**src/rtl/acc_uart_tx.sv**
```systemverilog
// acc_uart_tx: snapshots the accumulator total on start and streams it as UART 8N1, MSB byte first.
module acc_uart_tx #(
  parameter int CLK_DIV = 434,
  parameter int WIDTH   = 128
) (
  input  logic             clk,
  input  logic             nRst,
  input  logic             start_i,
  input  logic [WIDTH-1:0] big_i,
  output logic             tx_o,
  output logic             busy_o,
  output logic             done_o
);
  localparam int BYTES = WIDTH / 8;
  localparam int BW = CLK_DIV > 1 ? $clog2(CLK_DIV) : 1;
  localparam int YW = BYTES > 1 ? $clog2(BYTES) : 1;
  localparam logic [BW-1:0] BAUD_LAST = BW'(CLK_DIV - 1);
  localparam logic [YW-1:0] BYTE_LAST = YW'(BYTES - 1);

  typedef enum logic [1:0] {IDLE, START, DATA, STOP} state_t;

  state_t           state_q, state_d;
  logic [WIDTH-1:0] snap_q, snap_d, snap_sh;
  logic [BW-1:0]    baud_q, baud_d;
  logic [2:0]       bit_q, bit_d;
  logic [YW-1:0]    byte_q, byte_d;
  logic             tx_q, tx_d, busy_q, busy_d, done_q, done_d;
  logic             baud_end;
  logic [7:0]       cur_byte;

  always_ff @(posedge clk or negedge nRst) begin
    if (!nRst) begin
      state_q <= IDLE;
      snap_q  <= '0;
      baud_q  <= '0;
      bit_q   <= '0;
      byte_q  <= '0;
      tx_q    <= 1'b1;
      busy_q  <= 1'b0;
      done_q  <= 1'b0;
    end else begin
      state_q <= state_d;
      snap_q  <= snap_d;
      baud_q  <= baud_d;
      bit_q   <= bit_d;
      byte_q  <= byte_d;
      tx_q    <= tx_d;
      busy_q  <= busy_d;
      done_q  <= done_d;
    end
  end

  always_comb begin
    state_d  = state_q;
    snap_d   = snap_q;
    baud_d   = baud_q;
    bit_d    = bit_q;
    byte_d   = byte_q;
    busy_d   = busy_q;
    done_d   = 1'b0;
    baud_end = baud_q == BAUD_LAST;
    if (state_q != IDLE) baud_d = baud_end ? '0 : baud_q + 1'b1;
    case (state_q)
      IDLE: if (start_i) begin
        snap_d  = big_i;
        byte_d  = '0;
        baud_d  = '0;
        state_d = START;
        busy_d  = 1'b1;
      end
      START: if (baud_end) begin
        state_d = DATA;
        bit_d   = '0;
      end
      DATA: if (baud_end) begin
        state_d = bit_q == 3'd7 ? STOP : DATA;
        bit_d   = bit_q == 3'd7 ? 3'd0 : bit_q + 3'd1;
      end
      STOP: if (baud_end) begin
        if (byte_q == BYTE_LAST) begin
          state_d = IDLE;
          busy_d  = 1'b0;
          done_d  = 1'b1;
        end else begin
          state_d = START;
          byte_d  = byte_q + 1'b1;
        end
      end
      default: state_d = IDLE;
    endcase
    // tx is registered, so it is derived from the state being entered
    snap_sh  = snap_d << (8 * byte_d);
    cur_byte = snap_sh[WIDTH-1 -: 8];
    tx_d     = state_d == START ? 1'b0 : state_d == DATA ? cur_byte[bit_d] : 1'b1;
  end

  assign tx_o   = tx_q;
  assign busy_o = busy_q;
  assign done_o = done_q;
endmodule
```
**config.mk**
```make
export PLATFORM = sky130hd
export DESIGN_NAME = acc_uart_tx
export DESIGN_NICKNAME = d
export VERILOG_FILES = /design/src/rtl/acc_uart_tx.sv
export SDC_FILE = /design/constraint.sdc
export NUM_CORES = 1
export LEC_CHECK = 0
export ABC_AREA = 1
export CAP_MARGIN = 20
export CORE_MARGIN = 1
export CORE_UTILIZATION = 55
export CTS_BUF_LIST = sky130_fd_sc_hd__clkbuf_8
export DETAILED_ROUTE_END_ITERATION = 16
export GPL_TIMING_DRIVEN = 1
export PLACE_DENSITY = 0.89
export SLEW_MARGIN = 20
export SYNTH_ARGS = -nofsm -noshare
export SYNTH_HDL_FRONTEND = slang
export SYNTH_SLANG_ARGS = --single-unit
```
**constraint.sdc**
```tcl
create_clock -name clk -period 2.8 [get_ports clk]
set_clock_uncertainty 0.05 [all_clocks]
set_input_delay 0.42 -clock clk [delete_from_list [all_inputs] [get_ports clk]]
set_output_delay 0.42 -clock clk [all_outputs]
set_load 0.02 [all_outputs]
```
# [Word-level counts from Yosys, hierarchy flattened]
# Cells that the tools add are included.
[totals] register_bits=149 input_bits=131 output_inout_bits=3 word_cells=60
[op_classes] add_sub_neg=3 order_cmp=1 eq_ne=11 shifts=1 mux=32 reduce_logical=4
[op_table] cell="$mux W128" n=2
[op_table] cell="$shl A128 B7 Y128" n=1
[op_table] cell="$mux W9" n=4
[op_table] cell="$mux W4" n=3
[op_table] cell="$mux W1" n=11
[op_table] cell="$add A9 B1 Y9 const B" n=1
[op_table] cell="$eq A9 B9 Y1 const B" n=1
[op_table] cell="$mux W3" n=3
[op_table] cell="$mux W2" n=4
[op_table] cell="$pmux W2 S4" n=1
[op_table] cell="$pmux W4 S2" n=1
[op_table] cell="$eq A2 B2 Y1 const B" n=3
[op_table] cell="$ne A2 B2 Y1 const B" n=3
[op_table] cell="$pmux W3 S2" n=1
[op_table] cell="$add A4 B1 Y4 const B" n=1
[op_table] cell="$eq A2 B1 Y1 const B" n=2
[op_table] cell="$eq A4 B4 Y1 const B" n=1
[op_table] cell="$lt A3 B4 Y1 const B" n=1
[op_table] cell="$reduce_and A4 Y1" n=1
[op_table] cell="$reduce_bool A2 Y1" n=2
[op_table] cell="$add A3 B1 Y3 const B" n=1
[op_table] cell="$bmux W1 S3" n=1
[op_table] cell="$eq A3 B3 Y1 const B" n=1
[op_table] cell="$logic_not A2 Y1" n=1
[op_table] cell="$pmux W1 S2" n=1

# [Logic depth before layout (Yosys ltp)]
[logic_depth] depth_word=9 mapped_depth=22 ltp_nobuf=21

# [Least setup slack after synthesis]
# Ideal clock, no wire load.
[synth_path] path_kind="reg-to-reg" from="reg state_q[0]" to="reg tx_q, in the netlist tx_o" arrival_ns=2.225 required_time_ns=2.678 path_slack_ns=0.453 stages_incl_launch_ff=23 period_less_slack_ns=2.347 cell_sequence="dfrtp_1 inv_1 ha_1 inv_2 or2_4 nand2_2 nand2_1 nand2_1 inv_2 nand2_2 buf_6 buf_6 nand2_1 nand3_1 nand3_1 nand3_1 nand3_1 nand3_1 nand2_1 nand2_1 nand3_1 nand2_1 inv_1"
[synth_between] elab_chain_cells=7 elab_cells_between_ends=19 cone_classes="5 x eq/ne; 1 x shift; 12 x mux; 1 x reduce/logical"
[synth_lines] element="start: declaration" line_no="22" text="state_t state_q, state_d;"
[synth_lines] element="start signal: assignment" line_no="42" text="state_q <= state_d;"
[synth_lines] element="$eq A2 B2 Y1 / $logic_not A2 Y1 (equally long branches)" line_no="63" text="case (state_q)"
[synth_lines] element="$pmux W4 S2 / $mux W128 (equally long branches)" line_no="63"
[synth_lines] element="$shl A128 B7 Y128" line_no="92" text="snap_sh = snap_d << (8 * byte_d);"
[synth_lines] element="$bmux W1 S3" line_no="94" text="tx_d = state_d == START ? 1'b0 : state_d == DATA ? cur_byte[bit_d] : 1'b1;"
[synth_lines] element="$mux W1 (not written as such)" line_no="94"
[synth_lines] element="$mux W1" line_no="94"
[synth_lines] element="$mux W1 *" line_no="94"
[synth_lines] element="via tx_d" line_no="27" text="logic tx_q, tx_d, busy_q, busy_d, done_q, done_d;"
[synth_lines] element="end signal: assignment" line_no="47" text="tx_q <= tx_d;"
[synth_lines] element="end: declaration" line_no="27"
# Mark *: on every way through the listed nets, which the timed path passes. The rest lies on a longest branch. The select of a mux whose other input is x is not followed.
# A chain may end at the register's enable or synchronous reset.

# [Worst setup path in the final report]
[layout_path] from="reg baud_q[1]" to="reg tx_q, in the netlist tx_o"
[layout_between] elab_chain_cells=8 elab_cells_between_ends=17 cone_classes="3 x eq/ne; 1 x shift; 13 x mux"
[layout_lines] element="start: declaration" line_no="24" text="logic [BW-1:0] baud_q, baud_d;"
[layout_lines] element="start signal: assignment" line_no="44" text="baud_q <= baud_d;"
[layout_lines] element="$eq A9 B9 Y1 *" line_no="61" text="baud_end = baud_q == BAUD_LAST;"
[layout_lines] element="$mux W4" line_no="79" text="STOP: if (baud_end) begin"
[layout_lines] element="$pmux W4 S2" line_no="63"
[layout_lines] element="$shl A128 B7 Y128" line_no="92"
[layout_lines] element="$bmux W1 S3" line_no="94"
[layout_lines] element="$mux W1 (not written as such)" line_no="94"
[layout_lines] element="$mux W1" line_no="94"
[layout_lines] element="$mux W1 *" line_no="94"
[layout_lines] element="via tx_d" line_no="27"
# Marks and branches as above.

==> impl_metrics.py <==
metrics = {
    "clocking": {
        "cts_tree": "done",
        "insertion_delay_ps": 460,
        "cts_root_buf": "clkbuf_8",
        "cts.path.max_buffers": 2,
        "cts_inserted_buffers": 17,
        "htree_levels": 4,
        "clk_pin_slew_ps": 80,
        "cts_sinks": 149,
    },
    "sta": {
        "rsz0062_at_grt": "false",
        "worst_pin_slew_ps": 590.5,
        "period_needed_ps": 2626,
        "fmax_ghz": 0.3808,
        "timing.slew.headroom": 0.6064,
        "setup_tns_ps": 0,
        "hold_viol": 0,
        "min_period_over_period": 0.9380,
        "finalSetupViolCount": 0,
        "maxSlewViolCount": 0,
    },
    "global_routing": {
        "grt_pass1_wl_mm": 34.20,
        "first_global_vias": 7149,
        "antenna_found_initial": 0,
        "grt_overflow": 0,
        "grt.total_usage": 0.2982,
        "busiest_layer": "met2",
        "use_met2": 0.4775,
        "grtUsageMet3": 0.05669,
        "grt_max_degree": 88,
        "use_met1": 0.4036,
    },
    "logic_synthesis": {
        "synth.distinct_cells": 31,
        "syn_nets": 1219,
        "synth_edf_count": 0,
        "netlist_instances": 1079,
        "netlist_area_um2": 7953,
        "avgSynthCellArea_um2": 7.370,
        "synth_top_area_frac": 0.4657,
        "synth.cells.most_frequent": "266 x inv_1, 223 x nand2_1, 177 x nand3_1, 148 x dfrtp_1, 131 x o21ai_0",
        "synth_seq_area_share": 0.4690,
        "yosysMostFrequentCell": "inv_1",
        "ys.flop_type": "dfrtp_1",
        "ys_async_sr_fraction": 1.000,
        "yosys_warnings": 0,
        "ys_ff_latch": 149,
        "yosysTopAreaCell": "dfrtp_1",
        "synthTopCellsByArea": "dfrtp_1 47%, inv_1 13%, nand3_1 11%",
    },
    "critical_path": {
        "r2r-start": "baud_q[1]",
        "worstReg2RegEnd": "tx_o",
        "crit_end": "tx_o",
        "crit_top_cell": "nand3_1",
        "worstPathArrival_ps": 2970,
        "crit_fanout": 14,
        "start_kind": "register",
        "rrSetupSlack_ps": 170,
        "endpoint_kind": "register",
        "crit_type": "register to register",
        "crit_path_max_incr_delay_ps": 400,
        "startpoint": "baud_q[1]",
        "cpMaxStageDelayCell": "dfrtp_1",
        "path_cells": "inv_1, ha_1, nand3_1, nor2_4, nand2_4, nand2_1, nand3_1, nand2_2, inv_4, buf_12, nand3_1, nand3_1, nand3_1, nand3_1, nand3_1, nand2_1, nand2_1, nand3_1, nand2_1, inv_1",
        "ff2ff_path_depth": 20,
        "critical_path_required_ps": 3140,
    },
    "floorplan": {
        "fp.dieH_um": 122.2,
        "io_pins": 134,
        "rows": 43,
        "die_x_um": 122.2,
        "start_util": 0.5685,
        "dieArea_um2": 14940,
        "core_region_area_um2": 13990,
    },
    "detailed_routing": {
        "routed_wirelength_mm": 21.96,
        "routed_via_density": 5.313,
        "antenna_left": 0,
        "dr.pass1.iters": 7,
        "drtIter0Drc": 1005,
        "vias": 7512,
        "drc": 0,
        "wire_per_inst_um": 15.53,
    },
    "power": {
        "powerDensity_nw_per_um2": 840.2,
        "vdd_drop_max_uv": 474.5,
        "p_leak_nw": 5.413,
    },
    "placed_design": {
        "place_congestion": 0.8779,
        "port_buffers": 133,
        "placed_cells": 1372,
        "dp_hpwl_mm": 14.88,
    },
    "layout": {
        "num_antenna_cells": 0,
        "drive_gt1_frac": 0.08185,
        "instances_no_fill": 1414,
        "nFillCells": 1015,
        "syn2layout_area_growth_pct": 29.58,
        "final_nets": 1362,
    },
    "flow_run": {
        "drv_cap": 0,
    },
    "outcome": {
        "status": "completed",
    },
    "min_path": {
        "hold_class": "input port to async pin",
    },
}
## placed cells by master (no fill, tap or decap), drive strengths merged, types with 2 or more instances in the layout
master | synthesis | final
inv | 272 | 276
nand2 | 227 | 227
nand3 | 178 | 178
dfrtp | 148 | 148
o21ai | 136 | 136
clkdlybuf4s50 | 0 | 132
buf | 37 | 39
clkbuf | 17 | 24
nor2 | 16 | 16
mux2i | 10 | 10
ha | 9 | 9
a21oi | 6 | 6
o211ai | 4 | 4
clkinv | 0 | 4
xor2 | 3 | 3
nor3b | 3 | 3
a22oi | 3 | 3
bufinv | 0 | 3
xnor2 | 2 | 2
mux2 | 2 | 2
clkinvlp | 0 | 2
## how the worst min path moves through the flow
stage                     slack (ps)  cells past startpoint  start           to
final                            330                      2   nRst   snap_q[55]
after global routing             340                      2   nRst   snap_q[55]
after CTS                        320                      2   nRst  snap_q[113]
after detailed placement         240                      1   nRst  snap_q[118]
after global placement           240                      1   nRst   snap_q[76]
after floorplan                   70                      0   nRst    baud_q[0]
## cell type report
class | instances | area (µm²) | share of cell area
clock buffer | 18 | 247.7 | 0.02404
clock inverter | 13 | 143.9 | 0.01396
inverter | 272 | 1026 | 0.09956
multi-input combinational | 604 | 2990 | 0.2902
sequential | 149 | 3731 | 0.3621
tap | 180 | 225.2 | 0.02186
timing repair buffer | 178 | 1941 | 0.1883
## through the flow
stage          power [W]  setup WS [ps]  hold WS, ps  cell area [µm²]  utilization
3_3_place_gp    0.006655          41.49        236.7             9668       0.6911
2_1_floorplan   0.005618          452.8        74.41             7953            -
5_1_grt         0.009302          12.88        343.6            10300       0.7367
3_5_place_dp    0.006837         -3.581        237.6             9668       0.6911
6_report        0.008658          173.7        331.6            10300       0.7367
4_1_cts         0.008556          88.27        318.8            10070       0.7199
## worst max-delay path: cells and delay by family, from the launching register on
family	cells	cell delay [ps]
adders and majority gates	1	180
DFF	1	400
and+or+nand+nor	15	1570
buffers and inverters	4	380
## metal layers
layer | vias to the layer above | share of wire
met5 | - | 0
met4 | 0 | 0.030
met3 | 67 | 0.088
met2 | 416 | 0.47
met1 | 3442 | 0.41
li1 | 3587 | -
## flip-flops by register name, summed over array words and instances (netlist names)
signal and cells:
byte_q 4, done_o 1, state_q 2, tx_o 1, snap_q 128, busy_o 1, baud_q 9, bit_q 3
## kinds of logic (layout without fill, tap and decap cells)
| family | count (synthesis) | in the layout | synth area share |
|---|---|---|---|
| and+or+nand+nor | 427 | 427 | 0.2349 |
| DFF | 149 | 149 | 0.4690 |
| buffers and inverters | 326 | 481 | 0.1621 |
| xor gates and xnor gates | 5 | 5 | 0.005508 |
| AOI/OAI and AO/OA | 151 | 151 | 0.09896 |
| muxes | 12 | 12 | 0.01542 |
| adders and majority gates | 9 | 9 | 0.01416 |
## power breakdown
| part | internal (W) | switching [W] | total (W) |
|---|---|---|---|
| registers | 0.00307 | 0.000274 | 0.00334 |
| logic | 0.00144 | 0.00219 | 0.00363 |
| clock network | 0.000882 | 0.000811 | 0.00169 |
## repair_timing
item / in CTS / in global routing
setup buffers: 0 / 4
resized for setup: 0 / 20
hold buffers: 1 / 0
endpoints found under the hold margin: 22 / 0
setup endpoints to repair: 0 / 1
Power figures use the tool's default switching activity.
